$ cat config.mk
export PLATFORM = sky130hd
export DESIGN_NAME = uart_rx_ctrl_flat
export DESIGN_NICKNAME = d
export VERILOG_FILES = /design/src/rtl/uart_rx_ctrl_if.sv /design/src/rtl/uart_rx_ctrl.sv /design/src/flat_wrapper.sv
export SDC_FILE = /design/constraint.sdc
export NUM_CORES = 1
export LEC_CHECK = 0
export ABC_AREA = 1
export ABC_CLOCK_PERIOD_IN_PS = 1700
export CORE_ASPECT_RATIO = 0.9
export CORE_MARGIN = 4
export CORE_UTILIZATION = 49
export CTS_BUF_LIST = sky130_fd_sc_hd__clkbuf_8 sky130_fd_sc_hd__clkbuf_16
export DETAILED_ROUTE_END_ITERATION = 7
export PLACE_DENSITY = 0.74
export RECOVER_POWER = 25
export SLEW_MARGIN = 0
export SYNTH_ARGS = -nofsm -noshare
export SYNTH_HDL_FRONTEND = slang
export SYNTH_SLANG_ARGS = --single-unit
$ cat constraint.sdc
create_clock -name clk -period 1.7 [get_ports clk]
set_clock_uncertainty 0.15 [all_clocks]
set_input_delay 0.17 -clock clk [delete_from_list [all_inputs] [get_ports clk]]
set_output_delay 0.17 -clock clk [all_outputs]
set_load 0.1 [all_outputs]
$ cat src/rtl/uart_rx_ctrl_if.sv
// Receive-side handshake bundle: received word with valid/ready, plus status.
// The master end (the controller) drives data and status; the slave end drives rx_ready.
interface uart_rx_ctrl_if #(
    parameter int unsigned DATA_BITS = 8
);
    logic [DATA_BITS-1:0] rx_data;
    logic                 rx_valid;
    logic                 rx_ready;
    logic                 busy;
    logic                 frame_err;
    logic                 overrun;

    modport master (
        output rx_data,
        output rx_valid,
        output busy,
        output frame_err,
        output overrun,
        input  rx_ready
    );

    modport slave (
        input  rx_data,
        input  rx_valid,
        input  busy,
        input  frame_err,
        input  overrun,
        output rx_ready
    );
endinterface

$ cat src/rtl/uart_rx_ctrl.sv
// UART receive sequencer: start qualification, mid-bit sampling, LSB-first shift, stop check,
// and a valid/ready holding register with framing and overrun pulses.
module uart_rx_ctrl #(
    parameter int unsigned CLKS_PER_BIT = 16,
    parameter int unsigned DATA_BITS    = 8
) (
    input  logic           clk,
    input  logic           nrst,
    input  logic           rx_sync,
    uart_rx_ctrl_if.master rx
);
    localparam int unsigned CntW = $clog2(CLKS_PER_BIT);
    localparam int unsigned BitW = $clog2(DATA_BITS + 1);

    localparam logic [CntW-1:0] HalfLast = CntW'(CLKS_PER_BIT / 2 - 1);
    localparam logic [CntW-1:0] FullLast = CntW'(CLKS_PER_BIT - 1);
    localparam logic [BitW-1:0] LastBit  = BitW'(DATA_BITS - 1);

    typedef enum logic [1:0] {StIdle, StStart, StData, StStop} state_e;

    state_e               state_q, state_d;
    logic [CntW-1:0]      cnt_q, cnt_d;
    logic [BitW-1:0]      bit_q, bit_d;
    logic [DATA_BITS-1:0] shift_q, shift_d;
    logic [DATA_BITS-1:0] data_q, data_d;
    logic                 valid_q, valid_d;
    logic                 ferr_q, ferr_d;
    logic                 ovr_q, ovr_d;

    always_comb begin
        state_d = state_q;
        cnt_d   = cnt_q + CntW'(1);
        bit_d   = bit_q;
        shift_d = shift_q;
        data_d  = data_q;
        // A pending word is consumed on any edge where the consumer is ready.
        valid_d = valid_q & ~rx.rx_ready;
        ferr_d  = 1'b0;
        ovr_d   = 1'b0;

        unique case (state_q)
            StIdle: begin
                cnt_d = '0;
                if (!rx_sync) begin
                    state_d = StStart;
                end
            end
            StStart: begin
                if (cnt_q == HalfLast) begin
                    cnt_d   = '0;
                    bit_d   = '0;
                    state_d = rx_sync ? StIdle : StData;
                end
            end
            StData: begin
                if (cnt_q == FullLast) begin
                    cnt_d   = '0;
                    shift_d = {rx_sync, shift_q[DATA_BITS-1:1]};
                    if (bit_q == LastBit) begin
                        bit_d   = '0;
                        state_d = StStop;
                    end else begin
                        bit_d = bit_q + BitW'(1);
                    end
                end
            end
            StStop: begin
                if (cnt_q == FullLast) begin
                    cnt_d   = '0;
                    state_d = StIdle;
                    if (!rx_sync) begin
                        ferr_d = 1'b1;
                    end else if (!valid_q || rx.rx_ready) begin
                        data_d  = shift_q;
                        valid_d = 1'b1;
                    end else begin
                        ovr_d = 1'b1;
                    end
                end
            end
            default: begin
                state_d = StIdle;
            end
        endcase
    end

    always_ff @(posedge clk or negedge nrst) begin
        if (!nrst) begin
            state_q <= StIdle;
            cnt_q   <= '0;
            bit_q   <= '0;
            shift_q <= '0;
            data_q  <= '0;
            valid_q <= 1'b0;
            ferr_q  <= 1'b0;
            ovr_q   <= 1'b0;
        end else begin
            state_q <= state_d;
            cnt_q   <= cnt_d;
            bit_q   <= bit_d;
            shift_q <= shift_d;
            data_q  <= data_d;
            valid_q <= valid_d;
            ferr_q  <= ferr_d;
            ovr_q   <= ovr_d;
        end
    end

    assign rx.rx_data   = data_q;
    assign rx.rx_valid  = valid_q;
    assign rx.busy      = (state_q != StIdle);
    assign rx.frame_err = ferr_q;
    assign rx.overrun   = ovr_q;
endmodule

$ cat src/flat_wrapper.sv
// flat-port wrapper written by rule: the top's interface ports become plain ports
module uart_rx_ctrl_flat 
#(
    parameter int unsigned CLKS_PER_BIT = 16,
    parameter int unsigned DATA_BITS    = 8
)
  (clk, nrst, rx_sync, rx_rx_data, rx_rx_valid, rx_busy, rx_frame_err, rx_overrun, rx_rx_ready);
  uart_rx_ctrl_if #(.DATA_BITS(DATA_BITS)) rx_i ();
  input  logic clk;
  input  logic nrst;
  input  logic rx_sync;
  output wire logic [$bits(rx_i.rx_data)-1:0] rx_rx_data;
  output wire logic [$bits(rx_i.rx_valid)-1:0] rx_rx_valid;
  output wire logic [$bits(rx_i.busy)-1:0] rx_busy;
  output wire logic [$bits(rx_i.frame_err)-1:0] rx_frame_err;
  output wire logic [$bits(rx_i.overrun)-1:0] rx_overrun;
  input wire logic [$bits(rx_i.rx_ready)-1:0] rx_rx_ready;
  assign rx_rx_data = rx_i.rx_data;
  assign rx_rx_valid = rx_i.rx_valid;
  assign rx_busy = rx_i.busy;
  assign rx_frame_err = rx_i.frame_err;
  assign rx_overrun = rx_i.overrun;
  assign rx_i.rx_ready = rx_rx_ready;
  uart_rx_ctrl #(.CLKS_PER_BIT(CLKS_PER_BIT), .DATA_BITS(DATA_BITS)) u_core (.clk(clk), .nrst(nrst), .rx_sync(rx_sync), .rx(rx_i));
endmodule
# After elaboration in Yosys (flattened, before gate mapping)
# Cells that the tools add are included.
[totals]
reg_bits = 29
latch_bits = 0
mem_bits_rw = 0
romBits = 0
inputBits = 4
n_memories = 0
[op_classes]
add_sub_neg = 2
mul = 0
div_mod_pow = 0
order_cmp = 0
n_eq_ne = 11
shifts = 0
mux = 25
bitwise = 2
reduce_logical = 10
[ops]
columns = ["op", "count"]
rows = [
  ["$mux W4", 5],
  ["$mux W2", 6],
  ["$pmux W4 S3", 1],
  ["$mux W1", 11],
  ["$add A4 B1 Y4 const B", 2],
  ["$eq A4 B3 Y1 const B", 2],
  ["$ne A2 B1 Y1 const B", 4],
  ["$pmux W2 S4", 1],
  ["$pmux W4 S2", 1],
  ["$reduce_and A5 Y1", 1],
  ["$eq A2 B2 Y1 const B", 2],
  ["$eq A4 B4 Y1 const B", 1],
  ["$reduce_and A4 Y1", 1],
  ["$reduce_bool A2 Y1", 2],
  ["$reduce_and A3 Y1", 1],
  ["$eq A2 B1 Y1 const B", 1],
  ["$logic_not A2 Y1", 1],
  ["$ne A2 B2 Y1 const B", 1],
  ["$reduce_and A2 Y1", 1],
  ["$reduce_or A2 Y1", 1],
  ["$and A1 B1 Y1", 1],
  ["$logic_not A1 Y1", 1],
  ["$logic_or A1 B1 Y1", 1],
  ["$not A1 Y1", 1],
]

# Logic depth before layout (Yosys ltp)
[depth]
depth_word = 6
ltp_mapped = 11
mapped_depth_nobuf = 10

# Least setup slack after synthesis
# No wires, ideal clock.
[synth_timing]
path_kind = "reg-to-reg"
start = "reg u_core.valid_q, in the netlist u_core.rx.rx_valid"
end = "reg u_core.data_q[3], in the netlist u_core.rx.rx_data[3]"
t_arrival_ns = 1.590
required_ns = 1.476
path_slack_ns = -0.114
path_stages_with_launch = 6
n_path_buf = 1
period_less_slack_ns = 1.814
cell_sequence = "dfrtp_1 nand2_1 nand2_2 buf_6 nand2_2 o21ai_2"
[synth_between]
elab_chain_cells = 3
[synth_rtl]
columns = ["item", "line", "rtl"]
rows = [
  ["from (decl)", "uart_rx_ctrl.sv:26", "logic valid_q, valid_d;"],
  ["from (signal assigned)", "uart_rx_ctrl.sv:103", "valid_q <= valid_d;"],
  ["$logic_not A1 Y1", "uart_rx_ctrl.sv:73", "end else if (!valid_q || rx.rx_ready) begin"],
  ["$logic_or A1 B1 Y1", "uart_rx_ctrl.sv:73", ""],
  ["$reduce_and A4 Y1 (no source line)", "--", ""],
  ["to (signal assigned)", "uart_rx_ctrl.sv:102", "data_q <= data_d;"],
  ["to (decl)", "uart_rx_ctrl.sv:25", "logic [DATA_BITS-1:0] data_q, data_d;"],
]
# Every way passes these cells.
# A chain may end at the register's enable or synchronous reset.

# Worst setup path after layout
[layout_timing]
start = "reg u_core.state_q[0]"
end = "out rx_busy"
[layout_between]
elab_chain_cells = 1
[layout_rtl]
columns = ["item", "line", "rtl"]
rows = [
  ["from (decl)", "uart_rx_ctrl.sv:21", "state_e state_q, state_d;"],
  ["from (signal assigned)", "uart_rx_ctrl.sv:89", "state_q <= StIdle;"],
  ["from (signal assigned)", "uart_rx_ctrl.sv:98", "state_q <= state_d;"],
  ["$reduce_bool A2 Y1", "uart_rx_ctrl.sv:111", "assign rx.busy = (state_q != StIdle);"],
  ["to (decl)", "flat_wrapper.sv:14", "output wire logic [$bits(rx_i.busy)-1:0] rx_busy;"],
]
# Every way passes these cells.

==> summary.md <==
| Metric | Value |
|---|---|
| Die area | `around 3700 um^2` |
| Peak fanout along the critical path | `4` |
| Max Cap Viol | `0` |
| Yosys cell types | `20` |
| R2R cell count | `6` |
| Flop-to-flop setup slack | `0.11 ns` |
| CP Class | `flip-flop to primary output` |
| Vias per cell | `just over 5` |
| Max Root-Sink Buffers | `2` |
| CP arrival | `between 1 and 1.5 ns` |
| Power Density | `1200 nW/um^2` |
| Worst vdd ir | `a little under 0.9 mV` |
| Synthesis-stage register bit count | `29` |
| DR pass1 iterations | `4` |
| Seq/Total Area, Yosys | `a little over half` |
| # clock sinks | `29` |
| Htree depth | `2` |
| Area of the multi-input gates | `between 500 and 600 um^2` |
| Layout area overhead | `31.9%` |
| CP required | `approximately 1.4 ns` |
| GPL Wtd Cong | `0.830` |
| Min cycle time layout | `between 1.5 and 2 ns` |
| Boundary pin count | `16` |
| Post-layout util | `70.1%` |
| Run status | `finished clean` |
| End point of the critical path | `rx_busy` |
| Starting density of the core | `53.2%` |
| CTS tree | `done` |
| CTS Buf Count | `5` |
| Hold_buf cts | `0` |
| Syn Nets | `157` |
| Share of layout cells above drive strength 1 | `a little over a quarter` |
| Syn_area_per_cell | `approximately 9 um^2` |
| ANT nets after route | `0` |
| Post-Syn Area | `~1300 um^2` |
| Initial antenna violation count | `0` |
| Maximum clock rate | `0.623 GHz` |
| Slew @ Worst Pin | `between 0.7 and 0.8 ns` |
| DR WL/cell | `approximately 13 um` |
| Pre-CTS setup slack | `-0.00214 ns` |
| Final hold vios | `0` |
| Reg area | `just over 700 um^2` |
| RSZ-0062 raised after global routing | `true` |
| 1st-iter DRT viols | `34` |
| Core ar. | `2530 um^2` |
| Crit start category | `flip-flop` |
| Skew-Pair Late Insertion Delay | `approximately 0.28 ns` |
| CP startpoint | `u_core.state_q[0]` |
| Period utilisation layout | `between 90 and 100%` |
| FILL cells | `190` |
| Fin nets | `182` |
| Vias | `~1k` |
| Worst reg2reg startpoint | `u_core.state_q[0]` |
| Max_slew headroom | `between 50 and 60%` |
| CTS Root Cell | `clkbuf_8` |
| RR Endpoint | `u_core.bit_q[0]` |
| Pins Over Slew Limit | `0` |
| Reg clk slew, reported paths | `~0.070 ns` |
| Most frequent cells in the layout | `37 x nand2_1, 28 x dfrtp_1, 17 x inv_1` |
| Final WS setup | `0.0944 ns` |
| PortBufs | `15` |
| # DRC | `0` |
| Number of global-route vias before repair | `roughly 1000` |
| Most common cell after layout, fill and taps aside | `nand2_1` |
| Synth Instances | `approximately 150` |
| Die height | `approximately 58 um` |
| Dpl hpwl | `1810 um` |
| Yosys warns | `0` |
| Setup TNS | `0 ns` |
| Final instance area | `approximately 1800 um^2` |
| Final wirelength | `between 2000 and 3000 um` |
| Total GRT Usage | `around 16%` |
| Grt total ovfl | `0` |
| First-pass GRT wire length | `~4400 um` |
| CP endpoint kind | `primary output` |
| Die X-Extent | `about 63 um` |
| Number of diodes | `0` |
| Row count | `17` |
| Final setup viols | `0` |
| Pin count of the biggest net entering global routing | `30` |
| Leak Pwr | `0.000838 uW` |
| Hold Crit Class | `input pin to asynchronous set/reset pin` |
| Placed cell areas | `~1700 um^2` |
-- what timing repair did --
action	in CTS	in global routing
setup endpoints to repair	3	12
pin swaps	0	0
buffers inserted	1	0
resized for setup	1	7
-- power breakdown --
group	switching [uW]	internal (uW)	total, uW	leakage [uW]
Combinational	478	270	747	0.000417
Clock	266	281	547	0.0000439
Sequential	69.5	758	828	0.000377
-- metrics by stage --
stage               power, uW  hold slack, ns  std cells
CTS                      2120           0.119        200
finish                   2120           0.309        200
detailed placement       1550           0.309        191
global placement         1520           0.299        191
global route             2270           0.350        200
floorplan                1310          -0.276        146
-- cell usage after synthesis --
cell      instances  area (um^2)
inv_1            19         71.3
nand3_2           1         10.0
nand2_2           3         18.8
dfrtp_1          29          726
o21ai_0          15         75.1
nand4_1           2         12.5
nor3_4            1         16.3
o21ai_2           7         61.3
nand3b_1          1         7.51
a211oi_1          1         7.51
nor2_1            9         33.8
nor3_1            1         5.00
buf_6             1         11.3
nand3_1           7         35.0
ha_1              7         87.6
nand2_1          37          139
a21oi_1           2         10.0
buf_2             1         5.00
xor2_1            1         8.76
clkbuf_2          1         5.00
-- logic make-up (layout without fill, tap and decap cells) --
logic type | count (synthesis) | count (layout) | share of synthesized area (%)
simple gates | 62 | 62 | 20.6
fa+ha+maj | 7 | 7 | 6.51
buf+inv | 22 | 48 | 6.88
xor+xnor | 1 | 1 | 0.651
flops | 29 | 29 | 53.9
compound gates | 25 | 25 | 11.4
-- final cells by class --
type | count | area share [%]
clock buffers | 5 | 3.88
clock inverters | 3 | 0.987
inverters | 19 | 4.02
multi-input cells | 95 | 30.6
flip-flops and latches | 29 | 40.9
well taps | 28 | 1.97
repair buffers | 21 | 17.6
-- how the worst min path moves through the flow --
stage               startpoint                         end  slack (ns)  cells after the start
2_1_floorplan             nrst  asynchronous set/reset pin       -0.28                      0
3_3_place_gp   u_core.cnt_q[0]             u_core.cnt_q[0]        0.30                      1
3_5_place_dp   u_core.cnt_q[0]             u_core.cnt_q[0]        0.31                      1
4_1_cts                   nrst        u_core.rx.rx_data[2]        0.12                      2
5_1_grt        u_core.cnt_q[0]             u_core.cnt_q[0]        0.35                      1
6_report                  nrst        u_core.rx.rx_data[2]        0.31                      2
-- registers in the layout, indices dropped and copies added (netlist names), named ones only --
signal               flops
u_core.shift_q           8
u_core.cnt_q             4
u_core.rx.rx_valid       1
u_core.rx.overrun        1
u_core.state_q           1
u_core.bit_q             4
u_core.rx.frame_err      1
u_core.rx.rx_data        8
-- routing by layer --
| layer | wire length, um | track usage [%] | vias to the layer above |
|---|---|---|---|
| met5 | 0 | 0 | - |
| met2 | 1200 | 25.0 | 14 |
| li1 | - | - | 517 |
| met1 | 1130 | 18.6 | 484 |
| met4 | 47 | 7.38 | 0 |
| met3 | 130 | 6.59 | 5 |
-- critical path, stage by stage, from the launching register on --
cell and delay, ns:
dfrtp_1 0.40, inv_2 0.05, buf_4 0.13, ha_2 0.19, inv_2 0.07, buf_12 0.16
(Power assumes the default switching activity.)
